### src/rtl/inst_prefetch_queue_if.sv
// Fetch front-end bus bundle: redirect, imem request/response, core inst port.
// master = prefetch queue, slave = core/memory side.
interface inst_prefetch_queue_if;
  logic        redirect;
  logic [31:0] redirect_pc;
  logic        imem_req_valid;
  logic        imem_req_ready;
  logic [31:0] imem_req_addr;
  logic        imem_resp_valid;
  logic [31:0] imem_resp_data;
  logic        inst_valid;
  logic        inst_ready;
  logic [31:0] inst_pc;
  logic [31:0] inst;

  modport master (
    input  redirect, redirect_pc,
    output imem_req_valid, imem_req_addr,
    input  imem_req_ready,
    input  imem_resp_valid, imem_resp_data,
    output inst_valid, inst_pc, inst,
    input  inst_ready
  );

  modport slave (
    output redirect, redirect_pc,
    input  imem_req_valid, imem_req_addr,
    output imem_req_ready,
    output imem_resp_valid, imem_resp_data,
    input  inst_valid, inst_pc, inst,
    output inst_ready
  );
endinterface

### src/rtl/inst_prefetch_queue.sv
// Sequential instruction prefetcher with credit-limited imem requests and a
// PC-tagged FIFO. IFQ_BYPASS_EN: empty-queue response bypass to the core.
module inst_prefetch_queue #(
  parameter int          DEPTH    = 4,
  parameter logic [31:0] RESET_PC = 32'h0000_0000
) (
  input logic                   clk,
  input logic                   rst,
  inst_prefetch_queue_if.master bus
);
  localparam int AW = $clog2(DEPTH);
  localparam int CW = AW + 1;
  localparam logic [CW-1:0] DEPTH_C = CW'(DEPTH);
  localparam logic [CW:0]   DEPTH_W = (CW+1)'(DEPTH);

  logic [31:0]   fetch_pc_q, fetch_pc_d;
  logic [CW-1:0] inflight_q, inflight_d;
  logic [CW-1:0] drop_q, drop_d;
  logic [CW-1:0] rd_ptr_q, rd_ptr_d;
  logic [CW-1:0] wr_ptr_q, wr_ptr_d;
  logic [AW-1:0] prd_q, prd_d;
  logic [AW-1:0] pwr_q, pwr_d;
  logic [31:0]   fdata_q [DEPTH];
  logic [31:0]   fdata_d [DEPTH];
  logic [31:0]   fpc_q   [DEPTH];
  logic [31:0]   fpc_d   [DEPTH];
  logic [31:0]   ppc_q   [DEPTH];
  logic [31:0]   ppc_d   [DEPTH];

  logic [CW-1:0] occ;
  logic [CW-1:0] live;
  logic [CW:0]   used;
  logic          empty;
  logic          full;
  logic          resp;
  logic          dropping;
  logic          req_fire;
  logic          enq;
  logic          deq;
  logic          byp_take;
  logic [AW-1:0] head;
  logic [AW-1:0] wr_idx;
  logic          unused_ok;

  assign unused_ok = ^bus.redirect_pc[1:0];

  assign occ   = wr_ptr_q - rd_ptr_q;
  assign live  = inflight_q - drop_q;
  assign used  = {1'b0, occ} + {1'b0, live};
  assign empty = (occ == '0);
  assign full  = (occ == DEPTH_C);
  assign head  = rd_ptr_q[AW-1:0];
  assign wr_idx = wr_ptr_q[AW-1:0];

  // Credit: every live request is guaranteed a FIFO slot on return.
  assign bus.imem_req_valid = !rst && !bus.redirect && (used < DEPTH_W);
  assign bus.imem_req_addr  = fetch_pc_q;
  assign req_fire = bus.imem_req_valid && bus.imem_req_ready;

  assign resp     = bus.imem_resp_valid;
  assign dropping = resp && (drop_q != '0);

`ifdef IFQ_BYPASS_EN
  logic byp;
  assign byp = !rst && !bus.redirect && empty && resp && (drop_q == '0);
  assign bus.inst_valid = !rst && (!empty || byp);
  assign bus.inst_pc    = empty ? ppc_q[prd_q] : fpc_q[head];
  assign bus.inst       = empty ? bus.imem_resp_data : fdata_q[head];
  assign byp_take       = byp && bus.inst_ready;
`else
  assign bus.inst_valid = !rst && !empty;
  assign bus.inst_pc    = fpc_q[head];
  assign bus.inst       = fdata_q[head];
  assign byp_take       = 1'b0;
`endif

  assign enq = resp && (drop_q == '0) && !bus.redirect && !byp_take;
  assign deq = !rst && !bus.redirect && !empty && bus.inst_ready;

  always_comb begin
    fetch_pc_d = fetch_pc_q;
    inflight_d = inflight_q + CW'(req_fire) - CW'(resp);
    drop_d     = drop_q;
    rd_ptr_d   = rd_ptr_q + CW'(deq);
    wr_ptr_d   = wr_ptr_q + CW'(enq);
    prd_d      = prd_q + AW'(resp);
    pwr_d      = pwr_q + AW'(req_fire);
    if (req_fire) begin
      fetch_pc_d = fetch_pc_q + 32'd4;
    end
    if (dropping) begin
      drop_d = drop_q - 1'b1;
    end
    // No request fires on a redirect, so this is the post-cycle inflight.
    if (bus.redirect) begin
      fetch_pc_d = {bus.redirect_pc[31:2], 2'b00};
      drop_d     = inflight_q - CW'(resp);
      rd_ptr_d   = wr_ptr_q;
    end
  end

  always_comb begin
    fdata_d = fdata_q;
    fpc_d   = fpc_q;
    ppc_d   = ppc_q;
    if (enq) begin
      fdata_d[wr_idx] = bus.imem_resp_data;
      fpc_d[wr_idx]   = ppc_q[prd_q];
    end
    if (req_fire) begin
      ppc_d[pwr_q] = fetch_pc_q;
    end
  end

  always_ff @(posedge clk) begin
    if (rst) begin
      fetch_pc_q <= RESET_PC;
      inflight_q <= '0;
      drop_q     <= '0;
      rd_ptr_q   <= '0;
      wr_ptr_q   <= '0;
      prd_q      <= '0;
      pwr_q      <= '0;
      for (int i = 0; i < DEPTH; i++) begin
        fdata_q[i] <= '0;
        fpc_q[i]   <= '0;
        ppc_q[i]   <= '0;
      end
    end else begin
      fetch_pc_q <= fetch_pc_d;
      inflight_q <= inflight_d;
      drop_q     <= drop_d;
      rd_ptr_q   <= rd_ptr_d;
      wr_ptr_q   <= wr_ptr_d;
      prd_q      <= prd_d;
      pwr_q      <= pwr_d;
      fdata_q    <= fdata_d;
      fpc_q      <= fpc_d;
      ppc_q      <= ppc_d;
    end
  end

  a_no_overflow: assert property (
    @(posedge clk) disable iff (rst)
    !(resp && (drop_q == '0) && !bus.redirect && full)
  );

endmodule
### src/flat_wrapper.sv
// flat-port wrapper written by rule: the top's interface ports become plain ports
module inst_prefetch_queue_flat 
#(
  parameter int          DEPTH    = 4,
  parameter logic [31:0] RESET_PC = 32'h0000_0000
)
  (clk, rst, bus_redirect, bus_redirect_pc, bus_imem_req_valid, bus_imem_req_addr, bus_imem_req_ready, bus_imem_resp_valid, bus_imem_resp_data, bus_inst_valid, bus_inst_pc, bus_inst, bus_inst_ready);
  inst_prefetch_queue_if bus_i ();
  input logic clk;
  input logic rst;
  input wire logic [$bits(bus_i.redirect)-1:0] bus_redirect;
  input wire logic [$bits(bus_i.redirect_pc)-1:0] bus_redirect_pc;
  output wire logic [$bits(bus_i.imem_req_valid)-1:0] bus_imem_req_valid;
  output wire logic [$bits(bus_i.imem_req_addr)-1:0] bus_imem_req_addr;
  input wire logic [$bits(bus_i.imem_req_ready)-1:0] bus_imem_req_ready;
  input wire logic [$bits(bus_i.imem_resp_valid)-1:0] bus_imem_resp_valid;
  input wire logic [$bits(bus_i.imem_resp_data)-1:0] bus_imem_resp_data;
  output wire logic [$bits(bus_i.inst_valid)-1:0] bus_inst_valid;
  output wire logic [$bits(bus_i.inst_pc)-1:0] bus_inst_pc;
  output wire logic [$bits(bus_i.inst)-1:0] bus_inst;
  input wire logic [$bits(bus_i.inst_ready)-1:0] bus_inst_ready;
  assign bus_i.redirect = bus_redirect;
  assign bus_i.redirect_pc = bus_redirect_pc;
  assign bus_imem_req_valid = bus_i.imem_req_valid;
  assign bus_imem_req_addr = bus_i.imem_req_addr;
  assign bus_i.imem_req_ready = bus_imem_req_ready;
  assign bus_i.imem_resp_valid = bus_imem_resp_valid;
  assign bus_i.imem_resp_data = bus_imem_resp_data;
  assign bus_inst_valid = bus_i.inst_valid;
  assign bus_inst_pc = bus_i.inst_pc;
  assign bus_inst = bus_i.inst;
  assign bus_i.inst_ready = bus_inst_ready;
  inst_prefetch_queue #(.DEPTH(DEPTH), .RESET_PC(RESET_PC)) u_core (.clk(clk), .rst(rst), .bus(bus_i));
endmodule
### config.mk
export PLATFORM = sky130hd
export DESIGN_NAME = inst_prefetch_queue_flat
export DESIGN_NICKNAME = d
export VERILOG_FILES = /design/src/rtl/inst_prefetch_queue_if.sv /design/src/rtl/inst_prefetch_queue.sv /design/src/flat_wrapper.sv
export SDC_FILE = /design/constraint.sdc
export NUM_CORES = 1
export LEC_CHECK = 0
export ABC_CLOCK_PERIOD_IN_PS = 4900
export CAP_MARGIN = 20
export CORE_MARGIN = 5
export CORE_UTILIZATION = 45
export CTS_CLUSTER_SIZE = 14
export DETAILED_ROUTE_END_ITERATION = 8
export GPL_TIMING_DRIVEN = 1
export PLACE_DENSITY = 0.65
export SLEW_MARGIN = 20
export SYNTH_ARGS = -nofsm -noshare
export SYNTH_HDL_FRONTEND = slang
export SYNTH_SLANG_ARGS = --single-unit
### constraint.sdc
create_clock -name clk -period 4.9 [get_ports clk]
set_clock_uncertainty 0.2 [all_clocks]
set_input_delay 0.98 -clock clk [delete_from_list [all_inputs] [get_ports clk]]
set_output_delay 0.98 -clock clk [all_outputs]
set_load 0.005 [all_outputs]
==> results of run 1 <==
metrics by stage:
step / instance area, um2 / util [%] / hold slack [ns] / cells
after floorplan: 17670 / - / 0.2331 / 2092
after global placement: 19440 / 50.17 / 0.2382 / 2619
after detailed placement: 19440 / 50.18 / 0.2442 / 2619
after CTS: 20890 / 53.93 / 0.2523 / 2696
after global routing: 20900 / 53.95 / 0.2659 / 2697
final: 20900 / 53.95 / 0.2487 / 2697
per-layer routing:
metal  GRT usage, %  share of wire (%)  vias to the layer above
met4          4.734                1.7                        0
met3          3.389                6.5                       54
met1          29.73                 44                     7146
li1               -                  -                     7160
met2          35.57                 48                      478
met5              0                  0                        -
report_power, final:
part           leakage [nW]  switching [mW]  internal [mW]
clock                 0.717            1.33           2.01
combinational          2.69           0.382          0.305
sequential             3.35           0.117           3.43
total                  6.75            1.83           5.75
sequential cells by signal (all words and copies together) (netlist names):
register and count:
u_core.ppc_q 120, u_core.inflight_q 3, u_core.bus.imem_req_addr 30, u_core.rd_ptr_q 3, u_core.prd_q 2, u_core.drop_q 3
u_core.wr_ptr_q 3, u_core.fdata_q 128, u_core.pwr_q 2, u_core.fpc_q 120
cell usage after synthesis, types with 6 or more instances:
| cell | count |
|---|---|
| sky130_fd_sc_hd__mux4_2 | 92 |
| sky130_fd_sc_hd__clkbuf_1 | 146 |
| sky130_fd_sc_hd__o21ai_0 | 11 |
| sky130_fd_sc_hd__nand4_1 | 12 |
| sky130_fd_sc_hd__nor2b_1 | 6 |
| sky130_fd_sc_hd__ha_1 | 17 |
| sky130_fd_sc_hd__clkbuf_8 | 7 |
| sky130_fd_sc_hd__nand2_1 | 767 |
| sky130_fd_sc_hd__nand3_1 | 19 |
| sky130_fd_sc_hd__a31oi_1 | 12 |
| sky130_fd_sc_hd__or3_1 | 9 |
| sky130_fd_sc_hd__dfxtp_1 | 414 |
| sky130_fd_sc_hd__a21oi_1 | 397 |
| sky130_fd_sc_hd__and3_1 | 11 |
| sky130_fd_sc_hd__buf_4 | 7 |
| sky130_fd_sc_hd__nor3_1 | 14 |
| sky130_fd_sc_hd__nor2_1 | 28 |
| sky130_fd_sc_hd__xnor2_1 | 10 |
| sky130_fd_sc_hd__buf_2 | 14 |
| sky130_fd_sc_hd__inv_1 | 19 |
| sky130_fd_sc_hd__nor4_1 | 8 |
area by class of cell:
type,count,area share [%]
Antenna cell,1,0.01197
Clock buffer,64,6.101
Clock inverter,13,0.8561
Inverter,19,0.3413
Multi-Input combinational cell,1477,40.88
Sequential cell,414,39.69
Tap cell,518,3.101
Timing Repair Buffer,191,9.010
worst paths after layout:
kind                       from            endpoint  slack (ns)
max          u_core.rd_ptr_q[0]  bus_imem_req_valid        0.44
min           u_core.fdata_q[7]   u_core.fdata_q[7]        0.25
max reg2reg  u_core.rd_ptr_q[0]    u_core.ppc_q[23]        1.12
min reg2reg   u_core.fdata_q[7]   u_core.fdata_q[7]        0.25
kinds of logic (layout without fill, tap and decap cells):
family	Yosys count	after routing	share of synthesized area [%]
buffers and inverters	201	287	4.939
multiplexers	99	99	12.15
AO/OA/AOI/OAI	444	444	13.09
XOR/XNOR	12	12	0.5953
flip-flops	414	414	46.94
adder cells (fa/ha/maj)	20	20	1.545
other	1	5	0.02124
AND/OR/NAND/NOR	898	898	20.72
worst min-delay path, cell delays in order, from the launching register on:
cell and delay [ns]:
sky130_fd_sc_hd__dfxtp_1 0.30, sky130_fd_sc_hd__nand2_1 0.05, sky130_fd_sc_hd__a21oi_1 0.05
==> results by group, run 1 <==
Run status
  • Result of the run: completed

Flow run
  • Number of max-cap violations: 0

Hold path
  • Class of the tightest hold or removal check: register to register
  • Hold Path Stages: 2

Timing
  • Least-Margin Pin Slew: roughly 1.0 ns
  • Setup violations, final: 0
  • Maximum achievable frequency: roughly 0.22 GHz
  • Portion of the clock cycle consumed by the worst path in the final layout: roughly nine tenths
  • Final hold violation count: 0
  • Number of max-slew violations in the final report: 0
  • Setup TNS: 0 ns
  • Unrepaired setup endpoints after global routing: false
  • Least setup slack across all paths after layout: ~0.44 ns
  • Clock period minus final worst setup slack: about 4.5 ns
  • Slew Limit Headroom: between 30 and 40%

Die
  • Effective utilization at floorplan: between 40% and 50%
  • Total I/O pin count: approximately 170
  • Die outline width: around 210 um
  • Floorplan die height: approximately 210 um
  • Die footprint: around 0.043 mm2
  • Core footprint: between 0.03 and 0.04 mm2
  • Std cell rows: around 70

Logic synthesis
  • Sequential share of the synthesized area: 46.94%
  • Synth top area share: about 47%
  • Primary flip-flop cell chosen by synthesis mapping: sky130_fd_sc_hd__dfxtp_1
  • Synth warn: 0
  • Cell taking the most area after synthesis: sky130_fd_sc_hd__dfxtp_1
  • Count of state elements after synthesis: between 400 and 500
  • Post-synthesis async set-or-reset flop share: 0%
  • Number of distinct library cells after synthesis: 52
  • Main area contributors after synthesis: sky130_fd_sc_hd__dfxtp_1 (47%), sky130_fd_sc_hd__nand2_1 (16%), sky130_fd_sc_hd__mux4_2 (12%)
  • Post-Syn Area per Cell: between 8 and 9 um2
  • Mapped cell area: 0.01766 mm2
  • Post-Synthesis Cells: between 2000 and 2500
  • Post-synth EDFFs: 0

Global routing
  • Pin count of the biggest net entering global routing: roughly 120
  • Global-route wire length before repair: between 70 and 80 mm
  • Remaining global-route overflow: 0
  • Number of global-route vias before repair: approximately 14000
  • Global Route Usage Sum: 21.39%
  • Number of antenna violations at the first check in global routing: 1

Cells and area
  • Fraction of final layout cells sized beyond drive strength 1: under 10%
  • Nets@finish: about 2200
  • Number of filler instances in the final layout: roughly 3600
  • Top library cells by usage in the layout, fill and taps aside: sky130_fd_sc_hd__nand2_1 (767), sky130_fd_sc_hd__dfxtp_1 (410), sky130_fd_sc_hd__a21oi_1 (397), sky130_fd_sc_hd__clkdlybuf4s50_1 (160), sky130_fd_sc_hd__mux4_2 (92)
  • Most common library cell in the layout ignoring fill and taps: sky130_fd_sc_hd__nand2_1
  • Sequential cell area: 0.008295 mm2
  • Area of the multi-input gates: about 0.0085 mm2
  • Area growth from synthesis to layout: 18.37%

Power and ir drop
  • Sum of internal, switching and leakage power: between 7 and 8 mW
  • Total power divided by cell area: approximately 360 mW/mm2
  • Max IR drop VDD: roughly 0.25 mV
  • Leak: about 6.8 nW

Detailed routing
  • Initial drt markers: 1187
  • Number of design rule violations left after detail routing: 0
  • Remaining number of nets flagged by the antenna check after routing: 0
  • First-pass DRT Iterations: 5
  • Total length of routed wires: a little under 50 mm
  • Routed len/inst: 17.86 um
  • Per-cell via count in the routed design: 5.502
  • Total via count in the routed design: approximately 15000

CTS
  • Clock Pin Slew Worst Setup and Hold Paths: approximately 0.06 ns
  • H-tree levels: 2
  • CTS Buf Count: 43
  • Clock tree from TritonCTS: done
  • Post-cts repair resize count: 0
  • Setup repair bufs after CTS: 0
  • Clk root buf: sky130_fd_sc_hd__clkbuf_16
  • Number of clock sinks: roughly 410
  • CTS Buffer Depth: 3
  • Post-CTS Hold Fix Bufs: 0
  • Clock latency of the later-clocked register in the worst-skew pair: approximately 0.54 ns

Setup path
  • Count of cells along the worst register-to-register path: 12
  • Number of cells on the critical path: 9
  • Cell mode on critical path: sky130_fd_sc_hd__ha_1
  • Worst EP arrival: 3.28 ns
  • Sequence of cells on the critical path: ha_1 -> inv_1 -> fa_1 -> xnor2_1 -> ha_1 -> nor3_1 -> nand2_1 -> nor2_1 -> clkdlybuf4s50_1
  • Worst-path cell with the longest stage delay: sky130_fd_sc_hd__dfxtp_4
  • Category of the most critical setup path: register to output pin
  • Slowest stage delay, CP: 0.59 ns
  • Critical path required time: approximately 3.7 ns
  • Element type at the critical path end: output pin
  • Buf/Inv on CP: 2
  • CP Max Fanout: 18
  • Cell family contributing the most delay on the critical path: adder cells
  • Startpoint type of the worst setup path: register

Place
  • Post-detail-place hpwl: about 29 mm
  • Global placer's final weighted congestion: about 0.8
  • Worst slack at placement: 0.9079 ns
  • IO buf count: 161
Note: power is estimated with default switching activity, not from simulation.
==> run 2: changes to the inputs <==
--- a/config.mk
+++ b/config.mk
@@ -13,7 +13,9 @@
 export DETAILED_ROUTE_END_ITERATION = 8
 export GPL_TIMING_DRIVEN = 1
 export PLACE_DENSITY = 0.65
+export RECOVER_POWER = 50
 export SLEW_MARGIN = 20
 export SYNTH_ARGS = -nofsm -noshare
 export SYNTH_HDL_FRONTEND = slang
 export SYNTH_SLANG_ARGS = --single-unit
+export TNS_END_PERCENT = 100
==> results by group, run 2 (same netlist as run 1, synthesis figures left out) <==
Global routing
  • Number of antenna violations at the first check in global routing: 1 (unchanged)
  • Global-route wire length before repair: 77.42 mm (unchanged)
  • Met1 Use GR: 29.73% (unchanged)
  • Number of global-route vias before repair: 14460 (unchanged)
  • GR Util met2: 35.57% (unchanged)
  • Global Route Usage Sum: 21.39% (unchanged)
  • Met3 Track Usage GR: 3.389% (unchanged)
  • Pin count of the biggest net entering global routing: 115 (unchanged)
  • Remaining global-route overflow: 0 (unchanged)
  • Routing layer with the top usage in global route: met2

Timing
  • Setup violations, final: 0 (unchanged)
  • Portion of the clock cycle consumed by the worst path in the final layout: 91.00% (about the same)
  • Number of max-slew violations in the final report: 257 (+257)
  • Slew Limit Headroom: -31.29% (-62 points)
  • Setup TNS: 0 ns (unchanged)
  • Least-Margin Pin Slew: 1.969 ns (+0.9348 ns)
  • Maximum achievable frequency: 0.2243 GHz (about the same)
  • Final hold violation count: 0 (unchanged)
  • Unrepaired setup endpoints after global routing: false
  • Clock period minus final worst setup slack: 4.459 ns (+0.0004420 ns)

Hold path
  • HP Start: u_core.fdata_q[7]
  • Hold worst-path end: u_core.fdata_q[7]
  • Hold Path Stages: 2 (unchanged)
  • Class of the tightest hold or removal check: register to register

CTS
  • Post-cts repair resize count: 0 (unchanged)
  • Post-CTS Hold Fix Bufs: 0 (unchanged)
  • Clk root buf: sky130_fd_sc_hd__clkbuf_16
  • CTS Buffer Depth: 3 (unchanged)
  • Clock Pin Slew Worst Setup and Hold Paths: 0.06 ns (about the same)
  • CTS Buf Count: 43 (unchanged)
  • H-tree levels: 2 (unchanged)
  • Setup repair bufs after CTS: 0 (unchanged)
  • Clock latency of the later-clocked register in the worst-skew pair: 0.54 ns (about the same)
  • Clock tree from TritonCTS: done
  • Number of clock sinks: 414 (unchanged)

Flow run
  • Number of max-cap violations: 6 (+6)

Cells and area
  • Most common library cell in the layout ignoring fill and taps: sky130_fd_sc_hd__nand2_1
  • Most flops, register: u_core.fdata_q
  • Area growth from synthesis to layout: 18.24%
  • Post-Route Utilization: 53.89% (-0.058 points)
  • Max FFs per register: 128 (unchanged)
  • Final instance area: 0.02088 mm2 (-0.11%)
  • Fraction of final layout cells sized beyond drive strength 1: 9.688% (-0.23 points)
  • Nets@finish: 2236 (unchanged)
  • Biggest regs: u_core.fdata_q (128), u_core.fpc_q (120), u_core.ppc_q (120)
  • Number of filler instances in the final layout: 3612 (+0.17%)
  • Top library cells by usage in the layout, fill and taps aside: sky130_fd_sc_hd__nand2_1 (767), sky130_fd_sc_hd__dfxtp_1 (411), sky130_fd_sc_hd__a21oi_1 (397), sky130_fd_sc_hd__clkdlybuf4s50_1 (129), sky130_fd_sc_hd__mux4_2 (92)

Power and ir drop
  • Switching portion of total power: 24.19% (+0.075 points)
  • Seq pwr share: 46.9% (about the same)
  • Power dissipated by switching net loads: 1.833 mW (+0.29%)
  • Part of the total power dissipated in the clock network: 44.2% (about the same)
  • Total power divided by cell area: 362.9 mW/mm2 (about the same)
  • Max IR drop VDD: 0.2447 mV (-0.14%)
  • Cell internal power dissipation: 5.743 mW (-0.11%)
  • Fraction of power consumed by combinational cells: 9.0% (about the same)
  • Leak: 6.819 nW (+0.99%)

Run status
  • Failing checks: capacitance limit, slew limit
  • Result of the run: complete, but fails checks

Die
  • Floorplan die height: 208.1 um (unchanged)
  • Effective utilization at floorplan: 45.58% (unchanged)
  • Die outline width: 208.1 um (unchanged)
  • Total I/O pin count: 168 (unchanged)
  • Std cell rows: 72 (unchanged)
  • Core footprint: 0.03874 mm2 (unchanged)
  • Die footprint: 0.04330 mm2 (unchanged)

Setup path
  • Worst flop-to-flop path startpoint: u_core.wr_ptr_q[0]
  • Startpoint type of the worst setup path: register
  • Setup slack of the worst register-to-register path: 0.72 ns (-0.40 ns)
  • CP Max Fanout: 18 (unchanged)
  • Category of the most critical setup path: register to output pin
  • R2r endpoint: u_core.ppc_q[82]
  • Worst EP arrival: 3.28 ns (about the same)
  • Element type at the critical path end: output pin
  • Critical path required time: 3.72 ns (about the same)
  • Count of cells along the worst register-to-register path: 12 (unchanged)

Place
  • Global placer's final weighted congestion: 0.7786 (unchanged)
  • Area of placed instances: 0.01944 mm2 (unchanged)
  • IO buf count: 161 (unchanged)
  • Post-detail-place hpwl: 28.73 mm (unchanged)

Detailed routing
  • Initial drt markers: 1167 (-1.7%)
  • Per-cell via count in the routed design: 5.512 (+0.18%)
  • First-pass DRT Iterations: 5 (unchanged)
  • Total length of routed wires: 48.24 mm (+0.16%)
  • Total via count in the routed design: 14870 (+0.18%)
  • Remaining number of nets flagged by the antenna check after routing: 0 (unchanged)
  • Number of design rule violations left after detail routing: 0 (unchanged)
  • Routed len/inst: 17.88 um (+0.16%)
## run 2: power groups by stage
stage / combinational [mW] / clock [mW] / sequential [mW]
after global routing: 0.752 / 3.55 / 3.56
after CTS: 0.693 / 3.40 / 3.55
after floorplan: 0.473 / 0 / 3.55
final: 0.681 / 3.35 / 3.55
after detailed placement: 0.691 / 0 / 3.62
after global placement: 0.681 / 0 / 3.62
## run 2: worst max path at each step
| stage | slack (ns) | to | cells after the start | from |
|---|---|---|---|---|
| 2_1_floorplan | 0.99 | u_core.inflight_q[2] | 15 | u_core.rd_ptr_q[1] |
| 3_3_place_gp | 0.94 | bus_imem_req_valid | 9 | u_core.rd_ptr_q[0] |
| 3_5_place_dp | 0.91 | u_core.fdata_q[41] | 8 | bus_redirect |
| 4_1_cts | 0.36 | bus_imem_req_valid | 9 | u_core.rd_ptr_q[0] |
| 5_1_grt | 0.18 | bus_imem_req_valid | 9 | u_core.rd_ptr_q[0] |
| 6_report | 0.44 | bus_imem_req_valid | 9 | u_core.rd_ptr_q[0] |
## run 2: critical path, stage by stage (launching register included)
cell and delay (ns):
sky130_fd_sc_hd__dfxtp_4 0.58, sky130_fd_sc_hd__ha_1 0.22, sky130_fd_sc_hd__inv_1 0.05, sky130_fd_sc_hd__fa_1 0.37, sky130_fd_sc_hd__xnor2_1 0.23, sky130_fd_sc_hd__ha_1 0.27, sky130_fd_sc_hd__nor3_1 0.24, sky130_fd_sc_hd__nand2_1 0.09
sky130_fd_sc_hd__nor2_1 0.15, sky130_fd_sc_hd__clkdlybuf4s50_1 0.54
## run 2: final cells by class
cell class              count  area [um2]  share of cell area (%)
diodes                      1       2.502                 0.01199
clock buffers              64        1275                   6.107
clock inverters            13       178.9                  0.8571
multi-input cells        1477        8537                   40.89
flip-flops and latches    414        8294                   39.73
repair buffers            191        1869                   8.954
inverters                  19       71.32                  0.3416
well taps                 518       648.1                   3.105
## run 2: metal layers
metal  part of all wire (%)  wire (um)
met5                      0          0
met4                    1.7        822
met3                    6.6       3179
met2                     48      23030
met1                     44      21200
## run 2: per-stage QoR
step           hold WS [ns]  instances  worst slack [ns]  power (mW)
3_5_place_dp         0.2442       2619            0.9079       4.315
5_1_grt              0.2659       2697            0.1827       7.859
2_1_floorplan        0.2331       2092            0.9868       4.020
4_1_cts              0.2523       2696            0.3564       7.642
3_3_place_gp         0.2382       2619            0.9402       4.302
6_report             0.2487       2697            0.4411       7.576
